File: src/rtl/ps2_pkg.sv
// rtl/ps2_pkg.sv - shared PS/2 state encoding, timing constants and command codes
package ps2_pkg;

  typedef enum logic [3:0] {
    ST_IDLE,
    ST_INHIBIT,
    ST_RTS,
    ST_WAIT_FIRST,
    ST_SEND,
    ST_WAIT_ACK,
    ST_WAIT_IDLE,
    ST_DONE,
    ST_ABORT
  } ps2_tx_state_t;

  // Line timing in 50 MHz system clock cycles
  localparam int T_INHIBIT_120US = 6000;
  localparam int T_RTS_5US       = 250;
  localparam int T_START_15MS    = 750000;
  localparam int T_FRAME_2MS     = 100000;

  // Scan code prefixes seen by the receiver
  localparam logic [7:0] PS2_RELEASE  = 8'hF0;
  localparam logic [7:0] PS2_EXTENDED = 8'hE0;

  // Host-to-keyboard commands
  localparam logic [7:0] CMD_SET_LEDS = 8'hED;
  localparam logic [7:0] CMD_ECHO     = 8'hEE;
  localparam logic [7:0] CMD_SET_RATE = 8'hF3;
  localparam logic [7:0] CMD_ENABLE   = 8'hF4;
  localparam logic [7:0] CMD_DISABLE  = 8'hF5;
  localparam logic [7:0] CMD_RESEND   = 8'hFE;
  localparam logic [7:0] CMD_RESET    = 8'hFF;

  // Odd parity: total count of ones over data plus parity is odd
  function automatic logic odd_parity(input logic [7:0] d);
    return ~(^d);
  endfunction

endpackage

File: src/rtl/ps2_sync_edge.sv
// rtl/ps2_sync_edge.sv - 2-FF synchronizer with rise/fall pulses for one PS/2 line
module ps2_sync_edge (
  input  logic clk,
  input  logic rst,
  input  logic din,
  output logic level,
  output logic rise,
  output logic fall
);

  logic meta_q, sync_q, prev_q;

  // Two synchronizing stages plus one delayed copy for edge detection; lines idle high
  always_ff @(posedge clk or posedge rst) begin
    if (rst) begin
      meta_q <= 1'b1;
      sync_q <= 1'b1;
      prev_q <= 1'b1;
    end else begin
      meta_q <= din;
      sync_q <= meta_q;
      prev_q <= sync_q;
    end
  end

  assign level = sync_q;
  assign rise  = ~prev_q & sync_q;
  assign fall  = prev_q & ~sync_q;

endmodule

File: src/rtl/ps2_host_tx.sv
// rtl/ps2_host_tx.sv - PS/2 host-to-device command byte transmitter
module ps2_host_tx
  import ps2_pkg::*;
#(
  parameter int INHIBIT_CYCLES   = T_INHIBIT_120US,
  parameter int RTS_SETUP_CYCLES = T_RTS_5US,
  parameter int START_TIMEOUT    = T_START_15MS,
  parameter int FRAME_TIMEOUT    = T_FRAME_2MS,
  parameter int CNT_W            = 20
) (
  input  logic       clk,
  input  logic       rst,
  input  logic       ps2_clk_in,
  input  logic       ps2_data_in,
  output logic       ps2_clk_oe,
  output logic       ps2_data_oe,
  input  logic [7:0] tx_data,
  input  logic       tx_start,
  output logic       busy,
  output logic       done,
  output logic       ack_err,
  output logic       timeout_err,
  output logic       rx_hold
);

  // Terminal counts: a phase of N cycles ends when the timer shows N-1
  localparam logic [CNT_W-1:0] INH_LAST   = CNT_W'(INHIBIT_CYCLES - 1);
  localparam logic [CNT_W-1:0] RTS_LAST   = CNT_W'(RTS_SETUP_CYCLES - 1);
  localparam logic [CNT_W-1:0] START_LAST = CNT_W'(START_TIMEOUT - 1);
  localparam logic [CNT_W-1:0] FRAME_LAST = CNT_W'(FRAME_TIMEOUT - 1);

  ps2_tx_state_t    state_q, state_d;
  logic [CNT_W-1:0] timer_q, frame_q;
  logic [9:0]       sr_q;
  logic             line_bit_q;
  logic [3:0]       bit_cnt_q;
  logic             ack_int_q, ack_err_q, timeout_err_q;
  logic             clk_lvl, clk_fall, data_lvl;
  logic             unused_clk_rise, unused_data_rise, unused_data_fall;
  logic             clk_oe_c, data_oe_c, busy_c, done_c;
  logic             load, shift_en, ack_sample, start_exp, frame_exp;

  ps2_sync_edge u_sync_clk (
    .clk   (clk),
    .rst   (rst),
    .din   (ps2_clk_in),
    .level (clk_lvl),
    .rise  (unused_clk_rise),
    .fall  (clk_fall)
  );

  ps2_sync_edge u_sync_data (
    .clk   (clk),
    .rst   (rst),
    .din   (ps2_data_in),
    .level (data_lvl),
    .rise  (unused_data_rise),
    .fall  (unused_data_fall)
  );

  assign start_exp = (timer_q >= START_LAST);
  assign frame_exp = (frame_q >= FRAME_LAST);

  // State register; async reset drops straight to IDLE so both lines release at once
  always_ff @(posedge clk or posedge rst) begin
    if (rst) state_q <= ST_IDLE;
    else     state_q <= state_d;
  end

  // Next-state and line control; timeouts take priority over a coincident device clock fall
  always_comb begin
    state_d    = state_q;
    clk_oe_c   = 1'b0;
    data_oe_c  = 1'b0;
    busy_c     = 1'b1;
    done_c     = 1'b0;
    load       = 1'b0;
    shift_en   = 1'b0;
    ack_sample = 1'b0;
    unique case (state_q)
      ST_IDLE: begin
        busy_c = 1'b0;
        if (tx_start) begin
          load    = 1'b1;
          state_d = ST_INHIBIT;
        end
      end
      ST_INHIBIT: begin
        clk_oe_c = 1'b1;
        if (timer_q == INH_LAST) state_d = ST_RTS;
      end
      ST_RTS: begin
        clk_oe_c  = 1'b1;
        data_oe_c = 1'b1;
        if (timer_q == RTS_LAST) state_d = ST_WAIT_FIRST;
      end
      ST_WAIT_FIRST: begin
        data_oe_c = 1'b1;
        if (start_exp) state_d = ST_ABORT;
        else if (clk_fall) begin
          shift_en = 1'b1;
          state_d  = ST_SEND;
        end
      end
      ST_SEND: begin
        data_oe_c = ~line_bit_q;
        if (frame_exp) state_d = ST_ABORT;
        else if (clk_fall) begin
          shift_en = 1'b1;
          if (bit_cnt_q == 4'd9) state_d = ST_WAIT_ACK;
        end
      end
      ST_WAIT_ACK: begin
        data_oe_c = ~line_bit_q;
        if (frame_exp) state_d = ST_ABORT;
        else if (clk_fall) begin
          ack_sample = 1'b1;
          state_d    = ST_WAIT_IDLE;
        end
      end
      ST_WAIT_IDLE: begin
        if (frame_exp) state_d = ST_ABORT;
        else if (clk_lvl && data_lvl) state_d = ST_DONE;
      end
      ST_DONE, ST_ABORT: begin
        busy_c = 1'b0;
        done_c = 1'b1;
        if (tx_start) begin
          load    = 1'b1;
          state_d = ST_INHIBIT;
        end else begin
          state_d = ST_IDLE;
        end
      end
      default: state_d = ST_IDLE;
    endcase
  end

  // Phase timer restarts on every state change; frame timer restarts on the first device fall
  always_ff @(posedge clk or posedge rst) begin
    if (rst) begin
      timer_q <= '0;
      frame_q <= '0;
    end else begin
      if (state_d != state_q)  timer_q <= '0;
      else if (timer_q != '1)  timer_q <= timer_q + 1'b1;
      if (state_q == ST_WAIT_FIRST && state_d == ST_SEND) frame_q <= '0;
      else if (frame_q != '1)                             frame_q <= frame_q + 1'b1;
    end
  end

  // Frame shifter {stop, parity, data}: presents the next bit on each device clock fall
  always_ff @(posedge clk or posedge rst) begin
    if (rst) begin
      sr_q       <= '1;
      line_bit_q <= 1'b1;
      bit_cnt_q  <= '0;
      ack_int_q  <= 1'b0;
    end else begin
      if (load) begin
        sr_q       <= {1'b1, odd_parity(tx_data), tx_data};
        line_bit_q <= 1'b1;
        bit_cnt_q  <= '0;
        ack_int_q  <= 1'b0;
      end else if (shift_en) begin
        line_bit_q <= sr_q[0];
        sr_q       <= {1'b1, sr_q[9:1]};
        bit_cnt_q  <= bit_cnt_q + 4'd1;
      end
      if (ack_sample) ack_int_q <= data_lvl;
    end
  end

  // Completion flags: loaded on entry to DONE or ABORT and held until the next completion
  always_ff @(posedge clk or posedge rst) begin
    if (rst) begin
      ack_err_q     <= 1'b0;
      timeout_err_q <= 1'b0;
    end else if (state_q == ST_WAIT_IDLE && state_d == ST_DONE) begin
      ack_err_q     <= ack_int_q;
      timeout_err_q <= 1'b0;
    end else if (state_d == ST_ABORT) begin
      ack_err_q     <= 1'b0;
      timeout_err_q <= 1'b1;
    end
  end

  assign ps2_clk_oe  = clk_oe_c;
  assign ps2_data_oe = data_oe_c;
  assign busy        = busy_c;
  assign rx_hold     = busy_c;
  assign done        = done_c;
  assign ack_err     = ack_err_q;
  assign timeout_err = timeout_err_q;

endmodule
File: config.mk
export PLATFORM = sky130hd
export DESIGN_NAME = ps2_host_tx
export DESIGN_NICKNAME = d
export VERILOG_FILES = /design/src/rtl/ps2_pkg.sv /design/src/rtl/ps2_sync_edge.sv /design/src/rtl/ps2_host_tx.sv
export SDC_FILE = /design/constraint.sdc
export NUM_CORES = 1
export LEC_CHECK = 0
export ABC_CLOCK_PERIOD_IN_PS = 2800
export CORE_MARGIN = 3
export CORE_UTILIZATION = 57
export CTS_CLUSTER_SIZE = 28
export DETAILED_ROUTE_END_ITERATION = 10
export DONT_BUFFER_PORTS = 1
export GPL_TIMING_DRIVEN = 0
export PLACE_DENSITY = 0.86
export SETUP_SLACK_MARGIN = 0.02
export SLEW_MARGIN = 10
export SYNTH_ARGS = -nofsm -noshare
export SYNTH_HDL_FRONTEND = slang
export SYNTH_HIERARCHICAL = 1
export SYNTH_SLANG_ARGS = --single-unit
File: constraint.sdc
create_clock -name clk -period 2.8 [get_ports clk]
set_clock_uncertainty 0.15 [all_clocks]
set_input_delay 0.56 -clock clk [delete_from_list [all_inputs] [get_ports clk]]
set_output_delay 0.56 -clock clk [all_outputs]
set_load 0.01 [all_outputs]
== Word-level counts from Yosys, hierarchy flattened ==
Index checks and enable logic that the tools add are counted.

* Add/sub/neg operators: 3
* Multiply operators: 0
* Div/mod/pow operators: 0
* Magnitude comparators: 2
* Eq/ne operators: 17
* Shift operators: 0
* Muxes and demuxes: 41
* Bitwise logic cells: 4
* Reductions and logical operators: 15

{| class="wikitable"
|+ Operators with widths
! cell !! count
|-
| $mux W20 || 4
|-
| $mux W4 || 14
|-
| $add A20 B1 Y20 const B || 2
|-
| $ne A20 B20 Y1 const B || 2
|-
| $pmux W4 S8 || 1
|-
| $eq A4 B3 Y1 const B || 6
|-
| $eq A20 B13 Y1 const B || 1
|-
| $eq A20 B8 Y1 const B || 1
|-
| $ge A20 B17 Y1 const B || 1
|-
| $ge A20 B20 Y1 const B || 1
|-
| $mux W10 || 2
|-
| $mux W1 || 18
|-
| $eq A4 B4 Y1 const B || 3
|-
| $reduce_bool A2 Y1 || 5
|-
| $eq A4 B2 Y1 const B || 2
|-
| $reduce_or A2 Y1 || 4
|-
| $reduce_xor A8 Y1 || 1
|-
| $add A4 B1 Y4 const B || 1
|-
| $eq A4 B1 Y1 const B || 1
|-
| $logic_not A4 Y1 || 1
|-
| $ne A4 B4 Y1 || 1
|-
| $pmux W1 S2 || 2
|-
| $logic_and A1 B1 Y1 || 3
|-
| $not A1 Y1 || 3
|-
| 2 further kinds || 2
|}

* Flip-flop bits (word level): 67
* Bits in latches: 0
* Bits in writable memories: 0
* ROM bits: 0
* Input bits: 13
* Output and inout bits: 7
* Word-level logic and storage cells: 96
* Memories: 0

== Logic depth before layout (Yosys ltp) ==
Gate-level depths: netlist of run 1.

* Word-level depth: 8
* Gate-level depth with buffers: 11
* Mapped depth without buffers: 9

== Cells and area by module ==
Netlist of run 1, hierarchy kept.

{| class="wikitable"
|+ By module, submodules not included
! module !! times used !! cells an instance !! area each (um2) !! sequential area each (um2)
|-
| ps2_host_tx || 1 || 398 || 3607.2 || 1539.0
|-
| ps2_sync_edge || 2 || 6 || 97.6 || 78.8
|}

== Worst setup path after synthesis of run 1 ==
No wires, ideal clock.

* Kind: reg2reg
* Start point: register timer_q[4]
* End point: register timer_q[12]
* Library setup time: 0.086 ns
* Data arrival time: 2.380 ns
* Required time: 2.564 ns
* Slack: 0.184 ns
* Stages on the path, launching flop included: 8
* Buffers on the path: 1
* Clock period less this slack: 2.616 ns
* Cell sequence: dfrtp_1 -> or4b_1 -> or4_4 -> a211oi_2 -> o211a_1 -> mux2_4 -> buf_6 -> nor3_1

* Cells in the longest elaborated chain, start to end: 5
* Elaborated cells between the ends (all ways): 13
* Those cells by class: add/sub: 1; order compare: 1; eq/ne: 4; mux: 6; reduce/logical: 1

{| class="wikitable"
|+ Ends and longest elaborated chain
! element !! line !! text
|-
| start: declaration || ps2_host_tx.sv:33 || <nowiki>logic [CNT_W-1:0] timer_q, frame_q;</nowiki>
|-
| start signal: assignment || ps2_host_tx.sv:146 || <nowiki>else if (timer_q != '1) timer_q <= timer_q + 1'b1;</nowiki>
|-
| $ge A20 B20 Y1 (tied with other cells) || ps2_host_tx.sv:61 || <nowiki>assign start_exp = (timer_q >= START_LAST);</nowiki>
|-
| $mux W4 (on tied branches) || ps2_host_tx.sv:99, ps2_host_tx.sv:90, ps2_host_tx.sv:95 ||
|-
| $pmux W4 S8 || ps2_host_tx.sv:80 || <nowiki>unique case (state_q)</nowiki>
|-
| $ne A4 B4 Y1 || ps2_host_tx.sv:145 || <nowiki>if (state_d != state_q) timer_q <= '0;</nowiki>
|-
| $mux W20 or $reduce_bool A2 Y1 (tied branches) || n/a ||
|}

Several ways; a longest one is shown, not always the timed one. The select of a mux whose other input is x is not followed.
A chain may end at the register's enable or synchronous reset.

== Worst setup path in the final report of run 1 ==
* Start point: register timer_q[5]
* End point: register timer_q[13]

Same word-level chain as after synthesis.

==> results of run 1 <==
path summary, 6_finish.rpt:
check                               endpoint          startpoint  slack, ns
hold reg to reg            u_sync_data/level  u_sync_data/meta_q       0.21
setup / recovery                 timer_q[13]          timer_q[5]      -0.19
max in group asynchronous        timer_q[15]                 rst       1.31
setup reg to reg                 timer_q[13]          timer_q[5]      -0.19
hold / removal             u_sync_clk/meta_q                 rst       0.01
min in group clk           u_sync_clk/meta_q          ps2_clk_in       0.06
state kept, by name, indices dropped and copies added, names as in the netlist, 4 cells and up:
signal and flops:
frame_q 20, sr_q 9, bit_cnt_q 4, timer_q 20, state_q 4
per-layer routing:
layer	vias up	GRT usage	wire [um]
met4	0	0.113	370
met1	1565	0.304	3700
met2	154	0.369	4540
met5	-	0	0
li1	1475	-	-
met3	39	0.0407	607
placed cells by master, fill, tap and decap left out, types with 2 or more instances in the layout:
cell type,instances
a21oi_1,9
a31oi_1,11
and3_1,13
buf_12,3
buf_2,5
buf_4,17
buf_6,3
clkbuf_1,10
clkbuf_16,2
clkbuf_8,13
dfrtp_1,47
dfrtp_2,4
dfstp_2,15
ha_1,4
inv_1,8
mux2i_1,4
nand2_1,48
nand2b_1,4
nand3_1,23
nand4_1,12
nand4b_1,3
nor2_1,49
nor2b_1,3
nor3_1,9
nor3_2,8
nor3_4,13
nor3b_1,2
nor4_1,4
nor4_4,2
o211a_1,2
o211ai_1,2
o21a_1,3
o21ai_0,7
or2_2,2
or3_1,5
xnor2_1,15
xor2_1,27
per-stage QoR:
stage | instance area [sq um] | hold slack, ns
finish | 4470 | 0.0100
floorplan | 3750 | 0.195
global placement | 3850 | 0.196
global route | 4470 | 0.00757
detailed placement | 3870 | 0.202
CTS | 4130 | 0.0102
power breakdown:
part | internal, uW | leakage, uW | switching (uW)
sequential | 979 | 0.000732 | 9.19
combinational | 24.4 | 0.00109 | 35.5
clock | 510 | 0.000110 | 350
final cells by class:
cell class,count,area share
tap,75,0.0210
buffer,20,0.0322
multi-input combinational,310,0.472
clock buffer,15,0.0417
inverter,9,0.00757
clock inverter,1,0.00672
sequential,66,0.375
timing repair buffer,19,0.0431
what timing repair did:
action	4_1_cts	5_1_grt
pin swaps	1	26
setup endpoints to repair	18	32
cloned	0	2
gates resized for setup	6	36
hold endpoints to repair	12	0
buffers inserted	2	13
hold buffers	1	0
worst reg2reg max path, delay by kind of cell (launching register included):
kind                      cells  cell delay [ns]
buffers and inverters         2             0.36
and+or+nand+nor               7             1.66
xor gates and xnor gates      1             0.35
DFF                           1             0.34
==> summary.txt, run 1 <==
Power Density -> 427 nW/um^2
Core area -> 6130 sq um
CP required -> 2.87 ns
Max IR drop VDD -> 0.467 mV
Layout cells sized above 1 -> 0.243
Tot GR Track Use -> 0.231
Width of the die -> 87.2 um
Multi-input gate area -> 2110 sq um
Ant. Diodes -> 0
Hold Fails Final Rpt -> 0
Worst slew pin tran -> 0.551 ns
First-pass GRT wire length -> 13,700 um
Critical Path Fanout Max -> 7
Clock Sinks -> 66
Syn avg cell area -> 9.25 sq um
Worst EP arrival -> 3.06 ns
Vias in the first global route -> 2,923
HP Class -> in -> async
Post-DP HPWL -> 5450 um
Run status -> finished, violations left
I/O Buffers -> 0
Die Y -> 87.2 um
Root buffer selected by CTS -> clkbuf_8
CP Capture Type -> flop
Syn Nets -> 424
Initial core utilization -> 0.612
Final wirelength -> 9210 um
Slowest CP cell -> nor4_4
Max Clock Freq -> 334 MHz
H-tree depth -> 3
CP peak stage delay -> 0.45 ns
Initial antenna violation count -> 0
Delay-heaviest family, CP -> simple AND/OR/NAND/NOR gates
Clk buf depth -> 2
GRT overflow -> 0
CTS Buf Count -> 9
Drc violations -> 0
GPL Wtd Cong -> 0.894
Area Overhead vs Synth -> 18.9%
RSZ-0062 raised after global routing -> yes
Final worst setup slack -> -0.191 ns
Remaining antenna violation count -> 0
Mapped Cells -> 406
Crit Path Class -> reg -> reg
Layout Utilization -> 0.728
Period utilization -> 1.07
Fin Setup TNS -> -1.11 ns
Crit path depth -> 10
Slew Viols, Final -> 0
Seq. cell area -> 1680 sq um
Total power -> 1910 uW
Fin nets -> 453
Reg2Reg Depth -> 10
CP most frequent cell -> buf_2
Final count of negative-setup-slack endpoints -> 20
Clk_lat worst skew -> 0.35 ns
Total of max-cap violations -> 0
Clk slew on worst S/H paths -> 0.06 ns
Die area -> 7600 sq um
Vias per cell -> 6.28
Failing checks -> setup timing
Final-layout fill cell count -> 401
Placed cells -> 482
Core Rows -> 28
Drt initial violations -> 195
Critical path, cell by cell -> buf_2 > nand4_1 > or2_1 > nor4_4 > nor4_1 > and3_1 > buf_2 > nand3_1 > xor2_1 > nor3_4
YS warnings -> 6
DR pass1 iterations -> 5
Pre-CTS setup slack -> -0.0363 ns
Startpoint Class -> flop
Relative slew slack -> 0.632
Crit path buf inv count -> 2
IO Pins -> 20
Post-Layout Cell Count -> 515
P_leak -> 0.00193 uW
Vias post-DR -> 3,233
Final min period -> 2.99 ns
CTS tree -> done
Largest net degree at the start of global routing -> 38
WL/cell -> 17.9 um
Mapped cell area -> 3750 sq um
No activity file was read; power rests on OpenSTA's default activity.
==> run 2: changes to the inputs <==
--- a/config.mk
+++ b/config.mk
@@ -8,6 +8,7 @@
 export ABC_CLOCK_PERIOD_IN_PS = 2800
 export CORE_MARGIN = 3
 export CORE_UTILIZATION = 57
+export CTS_CLUSTER_DIAMETER = 40
 export CTS_CLUSTER_SIZE = 28
 export DETAILED_ROUTE_END_ITERATION = 10
 export DONT_BUFFER_PORTS = 1
==> results of run 2 <==
The final DEF is identical to that of run 1; final timing and power are the same.
